### config.mk
export PLATFORM = sky130hd
export DESIGN_NAME = spoofer_stream_ctrl
export DESIGN_NICKNAME = d
export VERILOG_FILES = /design/src/rtl/spoofer_stream_ctrl.sv
export SDC_FILE = /design/constraint.sdc
export NUM_CORES = 1
export LEC_CHECK = 0
export CAP_MARGIN = 10
export CORE_UTILIZATION = 53
export CTS_BUF_LIST = sky130_fd_sc_hd__clkbuf_16
export DETAILED_ROUTE_END_ITERATION = 8
export PLACE_DENSITY = 0.77
export SLEW_MARGIN = 0
export SYNTH_ARGS = -nofsm -noshare
export SYNTH_HDL_FRONTEND = slang
export SYNTH_SLANG_ARGS = --single-unit
### constraint.sdc
create_clock -name clk -period 4.3 [get_ports clk]
set_input_delay 0.43 -clock clk [delete_from_list [all_inputs] [get_ports clk]]
set_output_delay 0.43 -clock clk [all_outputs]
set_load 0.1 [all_outputs]
### src/rtl/spoofer_stream_ctrl.sv
// spoofer_stream_ctrl: Avalon-ST packet generator streaming a running sample count with configurable packet and gap lengths.
// Ports:
//   clk, rst (async active-low)
//   enable      - level, keep generating packets; stops only at a packet boundary
//   cfg_load    - pulse, latch pkt_len/gap_len (honoured only while idle)
//   pkt_len     - beats per packet (0 behaves as 1)
//   gap_len     - idle cycles inserted after each packet
//   sample_clr  - pulse, zero the sample counter (honoured only while idle)
//   src_*       - Avalon-ST source, readyLatency 0, data = zero-extended sample count
//   busy        - controller not idle
//   pkt_count   - completed packets, wrapping
module spoofer_stream_ctrl #(
    parameter int WIDTH     = 24,
    parameter int LEN_WIDTH = 16
) (
    input  logic                 clk,
    input  logic                 rst,
    input  logic                 enable,
    input  logic                 cfg_load,
    input  logic [LEN_WIDTH-1:0] pkt_len,
    input  logic [LEN_WIDTH-1:0] gap_len,
    input  logic                 sample_clr,
    output logic [31:0]          src_data,
    output logic                 src_valid,
    input  logic                 src_ready,
    output logic                 src_sop,
    output logic                 src_eop,
    output logic                 busy,
    output logic [15:0]          pkt_count
);
    typedef enum logic [1:0] {IDLE, STREAM, GAP} state_t;
    state_t state, state_nx;
    logic [WIDTH-1:0] sample;
    logic [LEN_WIDTH-1:0] beat, gap_cnt, len_q, gap_q, last_beat;
    logic xfer, last_xfer, gap_done;
    // a latched length of 0 is a 1-beat packet
    assign last_beat = (len_q == '0) ? '0 : len_q - LEN_WIDTH'(1);
    assign src_valid = state == STREAM;
    assign src_sop   = src_valid && beat == '0;
    assign src_eop   = src_valid && beat == last_beat;
    assign src_data  = 32'(sample);
    assign busy      = state != IDLE;
    assign xfer      = src_valid && src_ready;
    assign last_xfer = xfer && src_eop;
    // gap_cnt counts up from 0 on entry, so the final gap cycle is gap_q-1
    assign gap_done  = gap_cnt == gap_q - LEN_WIDTH'(1);
    always_comb begin
        state_nx = state;
        unique case (state)
            IDLE:    state_nx = enable ? STREAM : IDLE;
            STREAM:  state_nx = !last_xfer ? STREAM : (gap_q != '0) ? GAP : enable ? STREAM : IDLE;
            GAP:     state_nx = !gap_done ? GAP : enable ? STREAM : IDLE;
            default: state_nx = IDLE;
        endcase
    end
    always_ff @(posedge clk or negedge rst) begin
        if (!rst) begin
            state     <= IDLE;
            sample    <= '0;
            beat      <= '0;
            gap_cnt   <= '0;
            pkt_count <= '0;
            len_q     <= LEN_WIDTH'(1);
            gap_q     <= '0;
        end else begin
            state <= state_nx;
            if (state == IDLE && cfg_load) begin
                len_q <= pkt_len;
                gap_q <= gap_len;
            end
            if (state == IDLE && sample_clr)
                sample <= '0;
            else if (xfer)
                sample <= sample + WIDTH'(1);
            if (last_xfer)
                beat <= '0;
            else if (xfer)
                beat <= beat + LEN_WIDTH'(1);
            gap_cnt <= (state == GAP && !gap_done) ? gap_cnt + LEN_WIDTH'(1) : '0;
            if (last_xfer)
                pkt_count <= pkt_count + 16'd1;
        end
    end
endmodule

Word-level counts from Yosys, hierarchy flattened
Cells that the tools add are included.
Widths: inputs -> output; s select.
{"block": "op_classes", "addsub": 6, "multipliers": 0, "div": 0, "magnitude_cmp": 0, "n_eq_ne": 4, "n_shift": 0, "mux": 11, "bitwise_logic": 0, "n_reduce_logical": 15}
{"op": "$mux 16", "n": 4}
{"op": "$add 16x1->16 const B", "n": 3}
{"op": "$mux 24", "n": 2}
{"op": "$eq 16x16->1", "n": 2}
{"op": "$logic_not 16->1", "n": 2}
{"op": "$sub 16x1->16 const B", "n": 2}
{"op": "$add 24x1->24 const B", "n": 1}
{"op": "$reduce_bool 16->1", "n": 1}
{"op": "$logic_and 1x1->1", "n": 7}
{"op": "$mux 2", "n": 3}
{"op": "$pmux 2 s3", "n": 1}
{"op": "$reduce_bool 2->1", "n": 3}
{"op": "$eq 2x1->1 const B", "n": 1}
{"op": "$eq 2x2->1 const B", "n": 1}
{"op": "$logic_not 2->1", "n": 1}
{"op": "$logic_not 1->1", "n": 1}
{"op": "$mux 1", "n": 1}
{"block": "totals", "register_bits": 106, "latch_bits": 0, "ram_bits": 0, "mem_bits_ro": 0, "input_bits": 38, "word_cells": 43, "n_memories": 0}

Logic depth before layout (Yosys ltp)
{"block": "depth", "word_depth": 7, "ltp_mapped": 13, "mapped_depth_nobuf": 10}

Least setup slack after synthesis
OpenSTA, ideal clock, no wires.
{"block": "synth_timing", "path_type": "register to output", "start": "register len_q[0]", "end": "output src_eop", "arrival_time_ns": 5.261, "required_time_ns": 3.870, "setup_slack_ns": -1.391, "stages_incl_launch_ff": 11, "path_buffers": 1, "path_cell_list": "dfstp_2 > inv_1 > ha_1 > or4b_1 > clkbuf_1 > nor4_1 > mux2i_1 > xnor2_1 > a2111oi_0 > nand3_1 > nor4_1"}
{"block": "synth_between", "elab_chain_len": 4, "word_cells_on_any_way": 5, "classes_between": "add/sub: 1; eq/ne: 1; mux: 1; reduce/logical: 2"}
{"element": "start, declared", "line_no": "34", "text": "logic [LEN_WIDTH-1:0] beat, gap_cnt, len_q, gap_q, last_beat;"}
{"element": "start signal, assigned", "line_no": "68", "text": "len_q <= pkt_len;"}
{"element": "$sub 16x1->16 or $logic_not 16->1 (tied branches)", "line_no": "37", "text": "assign last_beat = (len_q == '0) ? '0 : len_q - LEN_WIDTH'(1);"}
{"element": "$mux 16 (*)", "line_no": "37"}
{"element": "$eq 16x16->1 (*)", "line_no": "40", "text": "assign src_eop = src_valid && beat == last_beat;"}
{"element": "$logic_and 1x1->1 (*)", "line_no": "40"}
{"element": "end, declared", "line_no": "27", "text": "output logic src_eop,"}
Every way passes the cells marked *; elsewhere a longest branch is shown, timed or not.

Worst setup path after layout
Ends and elaborated chain as after synthesis.

==> flow_summary.json <==
{
  "status": "complete, but fails checks",
  "violations": "DRC",
  "yosysTopAreaCell": "dfrtp_1",
  "clk_latency_ps": 360,
  "worstSetupPathType": "register to primary output",
  "placed_cells": 866,
  "max_freq_mhz": 246.1,
  "dp_hpwl_um": 10540,
  "die_h_um": 111.2,
  "drive_gt1_share_pct": 10.01,
  "ant_nets": 0,
  "pin_count": 90,
  "post_cts_buffers": 0,
  "synth-edff-count": 0,
  "cts_hold_buffers": 0,
  "num_antenna_cells": 0,
  "power_mw": 3.716,
  "mostFrequentLayoutCell": "dfrtp_1",
  "final_cell_mix": "dfrtp_1, clkdlybuf4s50_1, nor2_1, nand2_1, xor2_1",
  "ys_seq_elements": 106,
  "via_count": 5109,
  "slew_violations": 0,
  "cp.arrival_ps": 3630,
  "tightest_slew_ps": 1012,
  "nFillCells": 941,
  "ys.flop_type": "dfrtp_1",
  "synth_area_leaders": "dfrtp_1, xor2_1, xnor2_1",
  "hold_violations": 0,
  "routedWlPerCell_um": 16.35,
  "critPathMaxFanout": 10,
  "switching_share_pct": 39.72,
  "grt_usage_pct": 24.84,
  "finalSetupViolations": 0,
  "grt_pass1_vias": 5180,
  "fin_skew_ps": 8.611,
  "r2r-end": "gap_cnt[11]$_DFF_PN0_",
  "async_flop_share_pct": 100.0,
  "maxCapViolCount": 0,
  "via_per_inst": 5.793,
  "period_share_pct": 94.49,
  "cts_buffers": 9,
  "cpMaxStageDelayCell": "o311ai_1",
  "grt_max_degree": 71,
  "stdcell_area_mm2": 0.007481,
  "crit_family": "simple AND/OR/NAND/NOR gates",
  "ir_drop_v": 0.0004029,
  "start_kind": "register",
  "max_stage_delay_ps": 650,
  "dieArea_mm2": 0.01236,
  "seqPwrFrac_pct": 41.4,
  "cts-root-buf": "clkbuf_16",
  "relSlewSlack_pct": 32.33,
  "die_x_um": 111.2,
  "met1_usage_pct": 30.31,
  "clkPwrFrac_pct": 23.2,
  "antenna_found_initial": 0,
  "drt-total-wl_um": 14420,
  "start_util_pct": 54.86,
  "final-instance-count-excl-fill": 882,
  "port_buffers": 81,
  "place_area_mm2": 0.007169,
  "route.detailed.drc": 14,
  "h-tree-depth": 3,
  "crit_path_end_kind": "primary output",
  "critical_path_required_ps": 3870,
  "rr_startpoint": "gap_q[0]$_DFFE_PN0P_",
  "synth_cells": 670,
  "cts_buffer_depth": 2,
  "syn_area_per_cell_um2": 9.429,
  "yosysTopAreaCellShare_pct": 41.59,
  "nNetsFinal": 780,
  "synth_cell_types": 70,
  "reg2reg_depth": 10,
  "overflow": 0,
  "period_needed_ps": 4063,
  "syn_area_mm2": 0.006317,
  "cts.clk_slew.worst_paths_ps": 70,
  "tns_ps": 0,
  "clkSinkCount": 106,
  "holdWs_ps": 196.2,
  "design.core.area_mm2": 0.01152,
  "rsz0062_at_grt": "false",
  "drtPass1Iterations": 9,
  "row_count": 39,
  "area_delta_synth_final_pct": 18.42,
  "p_int_mw": 2.240,
  "switchingPower_mw": 1.476,
  "p_per_area_mw_per_mm2": 496.7,
  "gp_congestion": 0.9005,
  "cts_tree": "done",
  "power_frac_comb_pct": 35.4,
  "critical_path.cell_chain": "inv_1 > ha_1 > or4b_1 > nor3_1 > nand3_1 > o311ai_1 > nand3_1 > nor4_2 > buf_12",
  "met3_usage_pct": 5.686,
  "grt-busiest-layer": "met2",
  "grt_pass1_wl_um": 24580,
  "crit_buf_inv": 2,
  "drtIter0Drc": 364,
  "yosys_warnings": 0,
  "yosysSeqAreaShare_pct": 42.01,
  "use_met2_pct": 43.08,
  "hp-class": "input pin to asynchronous set/reset pin",
  "power_leakage_nw": 3.061,
  "crit_path_frequent_cell": "nand3_1",
  "rrSetupSlack_ps": 520
}
metal layers:
metal	vias up	wire length (um)
li1	2457	-
met5	-	0
met1	2471	6011
met3	19	815
met2	162	7338
met4	0	257
layout make-up:
cell class              count  area (um2)  area share [%]
clock buffers               9       225.2           3.011
clock inverters             7       85.08           1.137
inverters                  22       82.58           1.104
multi-input cells         508        3392           45.34
flip-flops and latches    106        2654           35.47
well taps                 143       178.9           2.392
repair buffers             87       863.3           11.54
worst register-to-register path: stages (launching register included):
cell and delay (ps):
dfrtp_1 440, inv_1 140, ha_1 250, or4b_4 520
or4_4 500, a221o_1 370, a21oi_1 180, a41oi_1 70
o41ai_2 550, or2_1 520, nor2_1 120
through the flow:
stage,utilization [%],setup WS [ps]
3_5_place_dp,62.26,517.5
3_3_place_gp,62.26,711.9
2_1_floorplan,-,-242.6
4_1_cts,64.95,222.1
5_1_grt,64.96,9.074
6_report,64.96,236.8
what timing repair did:
action / 4_1_cts / 5_1_grt
resized for setup: 0 / 1
endpoints found under the hold margin: 0 / 0
endpoints found under the setup margin: 0 / 1
worst max-delay path by stage:
stage                    startpoint                    end  depth (start not counted)
2_1_floorplan  len_q[0]$_DFFE_PN1P_                src_eop                         10
3_3_place_gp   len_q[0]$_DFFE_PN1P_                src_eop                         10
3_5_place_dp   gap_q[0]$_DFFE_PN0P_  gap_cnt[11]$_DFF_PN0_                         10
4_1_cts        len_q[0]$_DFFE_PN1P_                src_eop                         10
5_1_grt        len_q[0]$_DFFE_PN1P_                src_eop                         10
6_report       len_q[0]$_DFFE_PN1P_                src_eop                          9
sequential cells by signal (all words and copies together) (netlist names):
name and flops:
gap_cnt 16, len_q 16, state 2, pkt_count 16, sample 24, beat 16
gap_q 16
synth_stat cells, drive strengths merged (4+ instances only):
cell,instances
or3,17
a21oi,18
nor3,24
clkbuf,22
buf,19
nor4,25
o21ai,21
nand4,12
o22ai,4
nand2,55
xor2,50
dfrtp,105
nor2,75
or4,7
and3,16
mux2,28
mux2i,4
nand3,37
inv,22
ha,8
xnor2,46
power by group through the flow:
stage | registers (mW) | clock network (mW) | logic, mW
final | 1.54 | 0.863 | 1.32
after global routing | 1.58 | 0.926 | 1.44
after CTS | 1.53 | 0.885 | 1.31
after detailed placement | 1.55 | 0 | 1.30
after global placement | 1.54 | 0 | 1.26
after floorplan | 1.53 | 0 | 1.00
cell families (layout without fill, tap and decap cells):
kind of cell | Yosys count | after routing | synth area share (%)
and+or+nand+nor | 293 | 293 | 24.92
DFF | 106 | 106 | 42.01
xor gates and xnor gates | 96 | 96 | 13.31
AOI/OAI and AO/OA | 71 | 71 | 7.527
buffers and inverters | 63 | 125 | 4.971
muxes | 32 | 32 | 5.625
adders and majority gates | 8 | 8 | 1.585
other | 1 | 8 | 0.05936
(Power assumes the default switching activity.)
==> patch: new RTL, same flow settings <==
The parameter `WIDTH` goes from 24 to 20.
--- a/src/rtl/spoofer_stream_ctrl.sv
+++ b/src/rtl/spoofer_stream_ctrl.sv
@@ -12,3 +12,3 @@
 module spoofer_stream_ctrl #(
-    parameter int WIDTH     = 24,
+    parameter int WIDTH     = 20,
     parameter int LEN_WIDTH = 16
Check against the original RTL: no difference found for any inputs over 10 cycles, from zero or initial values and one cycle with rst low; that may be too few to reach the edited logic, so the function may still have changed.
==> patch against the unedited design <==
Via count decreased by 0.22%; synthesized area decreased by 1.3%; sequential cell count shrank 4; wire length is 0.26% higher; synthesized cell count down 0.75%; final area shrank 1.7%; worst setup slack improved by 290 ps; power is 4.1% lower; combinational power fell by 6%; highest routed layer unchanged.
==> patch: results (changes against the unedited design) <==
Slew @ Worst Pin=1020 ps (+7.96 ps); Synth area leaders=dfrtp_1 (41%), xor2_1 (6.9%), xnor2_1 (5.2%); first-pass GRT wire length=24.6 mm (about the same); pin count of the biggest net entering global routing=81 (+14%); DRT iter0 DRCs=347 (-4.7%); VDD IR max=0.000411 V (+2.1%); YS warnings=0 (unchanged); Layout fillers=948 (+0.74%); CP Max Fanout=5 (-5); layout cells sized above 1=10.6% (+0.60 points); GRT Total Usage=24.8% (-0.048 points); sequential fraction of the synthesis area=41.0% (-1.0 points); status=complete, no violations; Cells after DPL=862 (-0.46%); Layout Nets=776 (-0.51%); TritonRoute pass-1 iters=7 (-2); H-Tree Depth=3 (unchanged); Largest Register=sample; Total Routed Length=14.5 mm (+0.26%); max reg flops=20 (-17%); post-DR wirelength/cell=16.5 um (+0.72%); synth unique cells=71 (+1.4%); Commonest cells post-synth=dfrtp_1 (101), nor2_1 (78), xor2_1 (49); final RePlAce weighted congestion=0.892 (-0.97%); synthesized instance count=665 (-0.75%); worst path arrival time=3340 ps (-290 ps); post-place instance area=7050 um^2 (-1.6%); vias in the first global route=4979 (-3.9%); hpwl dp=10.4 mm (-1.2%); clock skew=9.53 ps (+0.914 ps); port buffer count=77 (-4.9%); leakage dissipation=0.00299 uW (-2.2%); FFs w/ async S/R, synth=100% (unchanged); Post-CTS Resized=0 (unchanged); vias per inst=5.81 (+0.24%)
-- patch: per-stage QoR --
step | utilization [%] | setup WS (ps) | hold WS, ps | power (uW)
final | 64.4 | 528 | 249 | 3560
after global routing | 64.4 | 359 | 337 | 3760
after global placement | 61.8 | 908 | 463 | 2690
after floorplan | - | 789 | 134 | 2390
after detailed placement | 61.8 | 837 | 476 | 2730
after CTS | 64.4 | 517 | 298 | 3570
-- patch: cell type report --
| cell class | count | area (um^2) | area share (%) |
|---|---|---|---|
| clock inverter | 7 | 73.8 | 1.00 |
| timing repair buffer | 84 | 818 | 11.1 |
| sequential | 102 | 2550 | 34.7 |
| tap | 143 | 179 | 2.43 |
| inverter | 18 | 67.6 | 0.919 |
| clock buffer | 9 | 225 | 3.06 |
| multi-input combinational | 515 | 3430 | 46.7 |
-- patch: per-layer routing --
layer,part of all wire (%),GRT usage (%)
met2,49,40.5
met4,1.7,7.56
met3,5.1,5.76
met1,45,32.7
met5,0,0
-- patch: cell families after synthesis --
group                    share of synthesized area [%]
AO/OA/AOI/OAI                                     8.71
AND/OR/NAND/NOR                                   26.2
XOR/XNOR                                          12.5
buffers and inverters                             4.62
multiplexers                                      5.38
flip-flops                                        41.0
other                                           0.0602
adder cells (fa/ha/maj)                           1.61
-- patch: critical path: stages (launching register included) --
cell,delay (ps)
dfstp_2,390
inv_1,100
ha_1,200
or3b_1,410
or4_4,520
xnor2_1,170
o21a_1,210
o311ai_2,320
nand2_1,110
nor2_1,100
and4_1,180
buf_4,290
-- patch: worst paths after layout --
path	startpoint	endpoint	slack, ps	cells after the start
max in group asynchronous	rst	beat[7]$_DFFE_PN0P_	3160	2
worst max register to register	len_q[0]$_DFFE_PN1P_	pkt_count[1]$_DFFE_PN0N_	810	11
worst max-delay path	len_q[0]$_DFFE_PN1P_	src_eop	530	11
worst min register to register	pkt_count[12]$_DFFE_PN0N_	pkt_count[12]$_DFFE_PN0N_	490	1
worst min-delay path	rst	len_q[6]$_DFFE_PN0P_	250	1
min in group clk	pkt_count[12]$_DFFE_PN0N_	pkt_count[12]$_DFFE_PN0N_	490	1
-- patch: power breakdown --
part           internal (uW)  switching, uW
Sequential              1150            345
Clock                    455            375
Combinational            523            720
